File: src/rtl/mips_pkg.sv
// Shared definitions for the MIPS pipeline front end.
//   XLEN              : architectural register / address width
//   RESET_PC_DEFAULT  : default PC loaded by reset
//   fetch_state_e     : fetch sequencer FSM encoding
package mips_pkg;

  localparam int unsigned XLEN = 32;

  localparam logic [XLEN-1:0] RESET_PC_DEFAULT = 32'h0000_0000;

  typedef enum logic [1:0] {
    StBoot = 2'd0,
    StReq  = 2'd1,
    StPend = 2'd2
  } fetch_state_e;

endpackage

File: src/rtl/fetch_pc_next.sv
// Combinational next-PC select for the fetch stage.
// Priority: branch > jump > sequential (pc + PC_STEP, modulo 2^XLEN).
// Ports:
//   pc_i             : current PC
//   branch_taken_i   : branch redirect request
//   branch_target_i  : branch destination
//   jump_i           : jump redirect request
//   jump_target_i    : jump destination
//   redirect_o       : any redirect this cycle
//   pc_next_o        : selected next PC
module fetch_pc_next
  import mips_pkg::*;
#(
  parameter int unsigned PC_STEP = 4
) (
  input  logic [XLEN-1:0] pc_i,
  input  logic            branch_taken_i,
  input  logic [XLEN-1:0] branch_target_i,
  input  logic            jump_i,
  input  logic [XLEN-1:0] jump_target_i,
  output logic            redirect_o,
  output logic [XLEN-1:0] pc_next_o
);

  assign redirect_o = branch_taken_i | jump_i;

  always_comb begin
    pc_next_o = pc_i + XLEN'(PC_STEP);
    if (branch_taken_i) begin
      pc_next_o = branch_target_i;
    end else if (jump_i) begin
      pc_next_o = jump_target_i;
    end
  end

endmodule

File: src/rtl/fetch_ctrl.sv
// Fetch-stage sequencer: owns the PC, drives the instruction-memory
// request/ack handshake, applies branch/jump redirects and hazard stalls,
// and delivers instruction/PC pairs to the IF/ID boundary. A one-entry
// pending buffer catches a response that lands while the stage is stalled.
// Optional feature macro: FETCH_PERF_EN adds 32-bit performance counters.
// Ports:
//   clk, rst                 : clock, synchronous active-high reset
//   stall                    : hold IF/ID and block new issue
//   branch_taken/_target     : highest-priority redirect
//   jump/jump_target         : redirect, ignored under branch_taken
//   imem_req/imem_addr       : memory request (addr stable while req)
//   imem_ack/imem_rdata      : memory response
//   pc                       : address of the next fetch to issue
//   if_valid/if_instr/if_pc  : IF/ID slot
//   perf_*                   : counters (FETCH_PERF_EN only)
module fetch_ctrl
  import mips_pkg::*;
#(
  parameter logic [XLEN-1:0] RESET_PC = RESET_PC_DEFAULT,
  parameter int unsigned     PC_STEP  = 4
) (
  input  logic            clk,
  input  logic            rst,
  input  logic            stall,
  input  logic            branch_taken,
  input  logic [XLEN-1:0] branch_target,
  input  logic            jump,
  input  logic [XLEN-1:0] jump_target,
  output logic            imem_req,
  output logic [XLEN-1:0] imem_addr,
  input  logic            imem_ack,
  input  logic [XLEN-1:0] imem_rdata,
  output logic [XLEN-1:0] pc,
  output logic            if_valid,
  output logic [XLEN-1:0] if_instr,
`ifdef FETCH_PERF_EN
  output logic [XLEN-1:0] if_pc,
  output logic [31:0]     perf_fetched,
  output logic [31:0]     perf_redirects,
  output logic [31:0]     perf_stall_cycles
`else
  output logic [XLEN-1:0] if_pc
`endif
);

  fetch_state_e    state_q, state_d;
  logic [XLEN-1:0] pc_q, pc_d;
  logic [XLEN-1:0] addr_q, addr_d;
  logic            if_valid_q, if_valid_d;
  logic [XLEN-1:0] if_instr_q, if_instr_d;
  logic [XLEN-1:0] if_pc_q, if_pc_d;
  logic            kill_q, kill_d;
  logic [XLEN-1:0] pend_instr_q, pend_instr_d;
  logic [XLEN-1:0] pend_pc_q, pend_pc_d;

  logic            redirect;
  logic [XLEN-1:0] pc_next;
  logic            deliver;

  fetch_pc_next #(
    .PC_STEP(PC_STEP)
  ) u_pc_next (
    .pc_i           (pc_q),
    .branch_taken_i (branch_taken),
    .branch_target_i(branch_target),
    .jump_i         (jump),
    .jump_target_i  (jump_target),
    .redirect_o     (redirect),
    .pc_next_o      (pc_next)
  );

  always_comb begin
    state_d      = state_q;
    pc_d         = pc_q;
    addr_d       = addr_q;
    if_valid_d   = if_valid_q;
    if_instr_d   = if_instr_q;
    if_pc_d      = if_pc_q;
    kill_d       = kill_q;
    pend_instr_d = pend_instr_q;
    pend_pc_d    = pend_pc_q;
    deliver      = 1'b0;

    unique case (state_q)
      StBoot: begin
        if (redirect) begin
          pc_d       = pc_next;
          addr_d     = pc_next;
          if_valid_d = 1'b0;
          state_d    = StReq;
        end else if (!stall) begin
          addr_d     = pc_q;
          if_valid_d = 1'b0;
          state_d    = StReq;
        end
      end

      StReq: begin
        if (redirect) begin
          pc_d       = pc_next;
          if_valid_d = 1'b0;
          if (imem_ack) begin
            // In-flight word is stale; target can issue immediately.
            kill_d = 1'b0;
            addr_d = pc_next;
          end else begin
            // Request must stay up until acked; drop its word when it lands.
            kill_d = 1'b1;
          end
        end else if (imem_ack) begin
          if (kill_q) begin
            kill_d = 1'b0;
            if (!stall) begin
              addr_d     = pc_q;
              if_valid_d = 1'b0;
            end else begin
              state_d = StBoot;
            end
          end else if (!stall) begin
            deliver    = 1'b1;
            if_valid_d = 1'b1;
            if_instr_d = imem_rdata;
            if_pc_d    = addr_q;
            pc_d       = pc_next;
            addr_d     = pc_next;
          end else begin
            pend_instr_d = imem_rdata;
            pend_pc_d    = addr_q;
            pc_d         = pc_next;
            state_d      = StPend;
          end
        end else if (!stall) begin
          if_valid_d = 1'b0;
        end
      end

      StPend: begin
        if (redirect) begin
          pc_d         = pc_next;
          addr_d       = pc_next;
          if_valid_d   = 1'b0;
          pend_instr_d = '0;
          pend_pc_d    = '0;
          state_d      = StReq;
        end else if (!stall) begin
          deliver      = 1'b1;
          if_valid_d   = 1'b1;
          if_instr_d   = pend_instr_q;
          if_pc_d      = pend_pc_q;
          pend_instr_d = '0;
          pend_pc_d    = '0;
          addr_d       = pc_q;
          state_d      = StReq;
        end
      end

      default: begin
        state_d = StBoot;
      end
    endcase
  end

  always_ff @(posedge clk) begin
    if (rst) begin
      state_q      <= StBoot;
      pc_q         <= RESET_PC;
      addr_q       <= RESET_PC;
      if_valid_q   <= 1'b0;
      if_instr_q   <= '0;
      if_pc_q      <= '0;
      kill_q       <= 1'b0;
      pend_instr_q <= '0;
      pend_pc_q    <= '0;
    end else begin
      state_q      <= state_d;
      pc_q         <= pc_d;
      addr_q       <= addr_d;
      if_valid_q   <= if_valid_d;
      if_instr_q   <= if_instr_d;
      if_pc_q      <= if_pc_d;
      kill_q       <= kill_d;
      pend_instr_q <= pend_instr_d;
      pend_pc_q    <= pend_pc_d;
    end
  end

  assign imem_req  = (state_q == StReq);
  assign imem_addr = addr_q;
  assign pc        = pc_q;
  assign if_valid  = if_valid_q;
  assign if_instr  = if_instr_q;
  assign if_pc     = if_pc_q;

`ifdef FETCH_PERF_EN
  logic [31:0] perf_fetched_q, perf_fetched_d;
  logic [31:0] perf_redirects_q, perf_redirects_d;
  logic [31:0] perf_stall_q, perf_stall_d;

  always_comb begin
    perf_fetched_d   = perf_fetched_q + {31'd0, deliver};
    perf_redirects_d = perf_redirects_q + {31'd0, redirect};
    perf_stall_d     = perf_stall_q + {31'd0, stall};
  end

  always_ff @(posedge clk) begin
    if (rst) begin
      perf_fetched_q   <= '0;
      perf_redirects_q <= '0;
      perf_stall_q     <= '0;
    end else begin
      perf_fetched_q   <= perf_fetched_d;
      perf_redirects_q <= perf_redirects_d;
      perf_stall_q     <= perf_stall_d;
    end
  end

  assign perf_fetched      = perf_fetched_q;
  assign perf_redirects    = perf_redirects_q;
  assign perf_stall_cycles = perf_stall_q;
`else
  logic unused_deliver;
  assign unused_deliver = deliver;
`endif

endmodule

File: config.mk
export PLATFORM = sky130hd
export DESIGN_NAME = fetch_ctrl
export DESIGN_NICKNAME = d
export VERILOG_FILES = /design/src/rtl/mips_pkg.sv /design/src/rtl/fetch_pc_next.sv /design/src/rtl/fetch_ctrl.sv
export SDC_FILE = /design/constraint.sdc
export NUM_CORES = 1
export LEC_CHECK = 0
export BUFFER_PORTS_ARGS = -buffer_cell sky130_fd_sc_hd__clkbuf_2
export CORE_MARGIN = 8
export CORE_UTILIZATION = 51
export CTS_BUF_LIST = sky130_fd_sc_hd__clkbuf_8
export CTS_CLUSTER_DIAMETER = 150
export CTS_CLUSTER_SIZE = 10
export DETAILED_ROUTE_END_ITERATION = 7
export GPL_ROUTABILITY_DRIVEN = 0
export MAX_ROUTING_LAYER = met4
export PLACE_DENSITY = 0.78
export SLEW_MARGIN = 20
export SYNTH_ARGS = -nofsm -noshare
export SYNTH_HDL_FRONTEND = slang
export SYNTH_SLANG_ARGS = --single-unit
File: constraint.sdc
create_clock -name clk -period 2 [get_ports clk]
set_input_delay 0.1 -clock clk [delete_from_list [all_inputs] [get_ports clk]]
set_output_delay 0.1 -clock clk [all_outputs]
set_load 0.005 [all_outputs]
[Yosys cells after proc, flatten, opt, wreduce, memory -nomap -nowiden]
Cells that the tools add are included.
Storage, ports and cells
  bits in registers: 196
  latch bits: 0
  memory bits (writable): 0
  ROM bits: 0
  output and inout port bits: 130
  memories: 0
Operators by class
  add/sub/neg operators: 1
  $mul: 0
  divide/modulo/power cells: 0
  magnitude comparators: 0
  equality and inequality tests: 15
  shift operators: 0
  mux-type cells: 60
  bitwise operators: 1
  reduce and logical (&&, ||, !) cells: 12
Operator list (number)
  32-bit two-way mux: 35
  32-bit case mux with 2 select lines: 6
  32-bit by 3-bit adder with 32-bit output (second input constant): 1
  2-bit two-way mux: 7
  2-bit != test (second input constant): 6
  1-bit two-way mux: 10
  4-bit AND reduction: 2
  7-bit AND reduction: 1
  3-bit by 2-bit != test with 1-bit output (second input constant): 2
  6-bit AND reduction: 1
  2-bit nonzero test: 3
  2-bit by 1-bit != test with 1-bit output (second input constant): 2
  4-bit by 2-bit != test with 1-bit output (second input constant): 1
  2-bit case mux with 2 select lines: 1
  3-bit by 1-bit != test with 1-bit output (second input constant): 1
  3-bit != test (second input constant): 1
  1-bit case mux with 3 select lines: 1
  3-bit AND reduction: 1
  3-bit nonzero test: 1
  2-bit by 1-bit equality test with 1-bit output (second input constant): 1
  2-bit equality test (second input constant): 1
  2-bit zero test: 1
  2-bit AND reduction: 1
  2-bit OR reduction: 1
  1-bit bitwise OR: 1

[Longest topological paths before layout]
  depth after elaboration: 8
  mapped depth: 11
  mapped depth without buffers: 8

[Modules after synthesis]
From an unflattened synthesis, not the netlist that was laid out.
Unflattened totals
  cells, all modules: 1085
  area total of the unflattened synthesis: 9340.2 µm²
Modules (own cells, without submodules)
  fetch_ctrl: instances 1, cells each 905, area an instance 8172.8 µm², seq. area each 3923.8 µm²
  fetch_pc_next: instances 1, cells each 180, area an instance 1167.4 µm², seq. area each 0.0 µm²

[Least setup slack after synthesis]
No wires, ideal clock.
  kind: register to register
  start: reg state_q[0]
  end: reg addr_q[30], in the netlist imem_addr[30]
  library setup time: 0.132 ns
  arrival: 2.056 ns
  data required time: 1.868 ns
  setup slack: -0.188 ns
  cell stages (with the launch flop): 11
  cells stage by stage: dfxtp_1 -> inv_1 -> ha_1 -> or2_2 -> buf_2 -> o21ai_2 -> buf_2 -> buf_2 -> nand2_1 -> o21ai_0 -> a21oi_1
Between the ends
  longest elaborated chain between the ends: 4
  elaborated cells on any way between the ends: 9
  classes of those cells: eq/ne (4); mux (1); reduce/logical (4)
RTL lines
  start, declared: line fetch_ctrl.sv:46  | fetch_state_e state_q, state_d;
  start signal, assigned: line fetch_ctrl.sv:165  | state_q <= StBoot;
  start signal, assigned: line fetch_ctrl.sv:175  | state_q <= state_d;
  2-bit equality test / 2-bit zero test (equally long branches): line fetch_ctrl.sv:84  | unique case (state_q)
  2-bit OR reduction (no source line)
  2-bit nonzero test (no source line)
  3-bit AND reduction (no source line)
  end signal, assigned: line fetch_ctrl.sv:177  | addr_q <= addr_d;
  end, declared: line fetch_ctrl.sv:48  | logic [XLEN-1:0] addr_q, addr_d;
Several ways; a longest one is shown, not always the timed one.
A chain may end at the register's enable or synchronous reset.

[Final worst setup path]
  start: reg state_q[0]
  end: reg if_pc_q[25], in the netlist if_pc[25]
Between the ends
  longest elaborated chain between the ends: 3
  elaborated cells on any way between the ends: 11
  classes of those cells: eq/ne (8); mux (1); reduce/logical (2)
RTL lines
  2-bit equality test / 2-bit by 1-bit equality test with 1-bit output (equally long branches): line fetch_ctrl.sv:84
  2-bit != test (no source line) (tied with other cells)
  7-bit AND reduction (no source line)
  end signal, assigned: line fetch_ctrl.sv:180  | if_pc_q <= if_pc_d;
  end, declared: line fetch_ctrl.sv:51  | logic [XLEN-1:0] if_pc_q, if_pc_d;
Several ways; a longest one is shown, not always the timed one.

==> key figures <==
Outcome
  • Outcome: completed

Timing
  • Setup Skew: 0.0218 ns
  • PnR worst setup slack: 0.00923 ns
  • Final Max Tran Viols: 0
  • Worst-Margin Slew: 0.893 ns
  • Fmax: 0.502 GHz
  • Final Hold Viols: 0
  • Setup TNS: 0 ns
  • Min Tclk post-route: 1.99 ns
  • Final setup violation count: 0
  • RSZ-0062 raised after global routing: true
  • Slew margin rel.: 40.5%
  • Final Cycle Share: 99.5%

Clock tree
  • Root buffer cell: clkbuf_8
  • H-tree depth: 4
  • Clk slew on worst S/H paths: 0.10 ns
  • Clock sinks: 196
  • CTS max path bufs: 2
  • Clk Latency, worst-skew pair: 0.47 ns
  • CTS tree: built
  • Num CTS Buffers: 17

Run
  • Number of max-cap violations: 0

Drt
  • Via count: 10.5k
  • WL final: 33.7 mm
  • Vias/cell: 5.88
  • Drt wl/cell: 18.9 µm
  • DRC viols: 0
  • Pre-Repair DR Iteration Count: 7
  • Initial detailed-routing violation count: 960
  • Routed Antenna Nets: 0

Yosys
  • Mux cell area share after synthesis: 3.35%
  • Asr flop ratio synth: 0%
  • Post-Synth Adder-Cell Area: 0.767%
  • Largest family of logic cells by synthesized area: compound AO/OA/AOI/OAI gates
  • Compound-Gate Fraction of Synth Area: 25.8%
  • Largest cells by area after synthesis: dfxtp_1, a21oi_1, nand2_1
  • Dominant cell by count in the synthesized netlist: dfxtp_1
  • Share of the yosys chip area belonging to registers: 40.1%
  • Mapped cell area: 9790 µm²
  • Synth Area in Simple Gates: 23.3%
  • Number of synthesized flops with an enable pin: 0
  • Number of library cell types mapped by synthesis: 74
  • Post-Synthesis Cells: 1247
  • Synthesis Warnings: 0
  • Count of state elements after synthesis: 196
  • Biggest area consumer among synthesized cells: dfxtp_1
  • Syn avg cell area: 7.85 µm²
  • Yosys top cell area share: 40.1%
  • Mapped Nets: 1355
  • Synth top cells by count: dfxtp_1, a21oi_1, nand2_1
  • Top FF cell, synth: dfxtp_1
  • Synth Area in XOR/XNOR: 1.43%

Power
  • Worst VDD drop: 867 µV
  • PwrDens: 1120 nW/µm²
  • Logic pwr share: 43.3%
  • Pint: 8680 µW
  • Switching Share: 40.2%
  • Clock power frac: 19.1%
  • Psw: 5840 µW
  • Sequential share of power: 37.6%
  • Leakage: 0.00538 µW

Global route
  • Total GRT Usage: 28.1%
  • First-pass GRT wire length: 53.3 mm
  • Antenna violations before repair: 0
  • Vias in the first global route: 9927
  • GRT overflow: 0
  • Largest net degree at the start of global routing: 179

Setup path
  • Critical path data required time: 2.37 ns
  • RR Startpoint: state_q[0]$_SDFFE_PP0P_
  • Reg2reg path depth: 10
  • WP buf/inv: 5
  • Setup crit start kind: flip-flop
  • CP peak stage delay: 0.36 ns
  • R2R setup slack: 0.009 ns
  • Slowest CP cell: dfxtp_4
  • CP Capture Type: flip-flop
  • RR Endpoint: if_pc[25]$_SDFFE_PP0P_
  • Top cell by count, worst path: buf_6
  • CP delay by family, top: buffers and inverters
  • Crit-path max FO: 7
  • Critical path arrival: 2.36 ns
  • Critical Path, Cell by Cell: buf_6, ha_4, buf_6, mux2i_4, nor3_4, buf_6, buf_12, clkbuf_16, nor2_1, a211oi_1
  • Crit Path Class: flip-flop to flip-flop

Hold path
  • Worst Hold Class: input port to flip-flop
  • Hold Startpoint: branch_target[1]
  • Worst Hold End: pc[1]$_SDFFE_PP0P_
  • Min-Delay Path Depth: 5

Layout
  • Final net count: 1646
  • Area of the multi-input gates: 5620 µm²
  • Area growth syn-to-layout: 32.9%
  • Fill count: 1487
  • Cell Count, Final, Fillers Out: 1785
  • Ratio of cells with drive above 1 in the final layout: 29.7%
  • Seq. cell area: 3950 µm²

Placed design
  • Port bufs: 231
  • Detail Placement HPWL: 22.6 mm
  • Pre-CTS WS: -0.0977 ns
  • Dpl cells: 1700

Die
  • Starting Density: 52.2%
  • Row Count: 50
  • Die H: 155 µm
  • Die area: 23900 µm²
  • Die width: 155 µm
  • Core Area: 18800 µm²
  • Num ports: 232
-- through the flow --
step | utilization (%) | hold WS, ns | total power [µW] | instance area, µm²
floorplan | - | 0.200 | 8870 | 9830
global placement | 62.5 | 0.351 | 11200 | 11700
detailed placement | 62.5 | 0.361 | 11300 | 11700
CTS | 67.9 | 0.000129 | 14200 | 12700
global route | 69.3 | 0.0344 | 15400 | 13000
finish | 69.3 | 0.0298 | 14500 | 13000
-- state kept, by name, indices dropped and copies added (netlist names) --
register	cells
pend_instr_q	32
pc	32
if_pc	32
if_valid	1
kill_q	1
pend_pc_q	32
if_instr	32
imem_addr	32
state_q	2
-- cells by family (layout without fill, tap and decap cells) --
kind of cell / Yosys count / count (layout)
AOI/OAI and AO/OA: 402 / 402
xor gates and xnor gates: 16 / 16
buffers and inverters: 123 / 426
DFF: 196 / 196
adders and majority gates: 6 / 6
muxes: 32 / 32
other: 0 / 1
and+or+nand+nor: 472 / 472
-- layout by cell type, fill, tap and decap left out, types with 20 or more instances in the layout --
master | synthesis | layout
clkbuf_2 | 1 | 230
a21oi_1 | 186 | 185
dfxtp_1 | 196 | 181
nand2_1 | 177 | 175
nor2_1 | 123 | 116
buf_4 | 3 | 93
a211oi_1 | 88 | 75
nor2b_1 | 67 | 67
dlygate4sd3_1 | 0 | 35
o21ai_0 | 37 | 30
nand3_1 | 27 | 26
mux2i_1 | 26 | 25
clkbuf_8 | 0 | 20
-- power by group through the flow --
stage	Sequential [µW]	Clock (µW)	Combinational [µW]
after floorplan	5360	0	3510
after global placement	5460	0	5690
after detailed placement	5500	0	5810
after CTS	5410	2810	6000
after global routing	5540	2970	6890
final	5460	2770	6290
-- worst register-to-register path: stages (launching register included) --
cell and delay, ns:
dfxtp_4 0.36, buf_6 0.12, ha_4 0.15, buf_6 0.13, mux2i_4 0.19, nor3_4 0.25, buf_6 0.19, buf_12 0.14
clkbuf_16 0.15, nor2_1 0.04, a211oi_1 0.18
-- area by class of cell --
type / count / share of cell area (%)
diodes: 1 / 0.0192
clock buffers: 20 / 2.12
clock inverters: 11 / 1.15
inverters: 11 / 0.317
multi-input cells: 928 / 43.2
flip-flops and latches: 196 / 30.4
well taps: 234 / 2.25
repair buffers: 384 / 20.6
-- how the worst max path moves through the flow --
stage                                        from                         end  depth (start not counted)
after floorplan           state_q[0]$_SDFFE_PP0P_  imem_addr[15]$_SDFFE_PP0P_                         10
after global placement    state_q[0]$_SDFFE_PP0P_  imem_addr[28]$_SDFFE_PP0P_                          8
after detailed placement  state_q[0]$_SDFFE_PP0P_   imem_addr[9]$_SDFFE_PP0P_                          8
after CTS                      pc[2]$_SDFFE_PP0P_  imem_addr[12]$_SDFFE_PP0P_                          8
after global routing          pc[18]$_SDFFE_PP0P_  imem_addr[31]$_SDFFE_PP0P_                          7
final                     state_q[0]$_SDFFE_PP0P_      if_pc[25]$_SDFFE_PP0P_                         10
-- routing by layer --
layer | GRT usage, % | share of wire, % | up-vias
met1 | 35.0 | 41 | 4797
met4 | 14.8 | 4.6 | 0
li1 | - | - | 5032
met2 | 42.3 | 45 | 552
met5 | - | 0 | -
met3 | 6.16 | 9.5 | 118
-- repair_timing --
item / CTS / global route
endpoints found under the hold margin: 36 / 0
gates cloned: 4 / 3
pin swaps: 5 / 27
hold buffers: 35 / 0
setup buffers: 7 / 6
resized for setup: 14 / 67
endpoints found under the setup margin: 83 / 102
(Power assumes the default switching activity.)
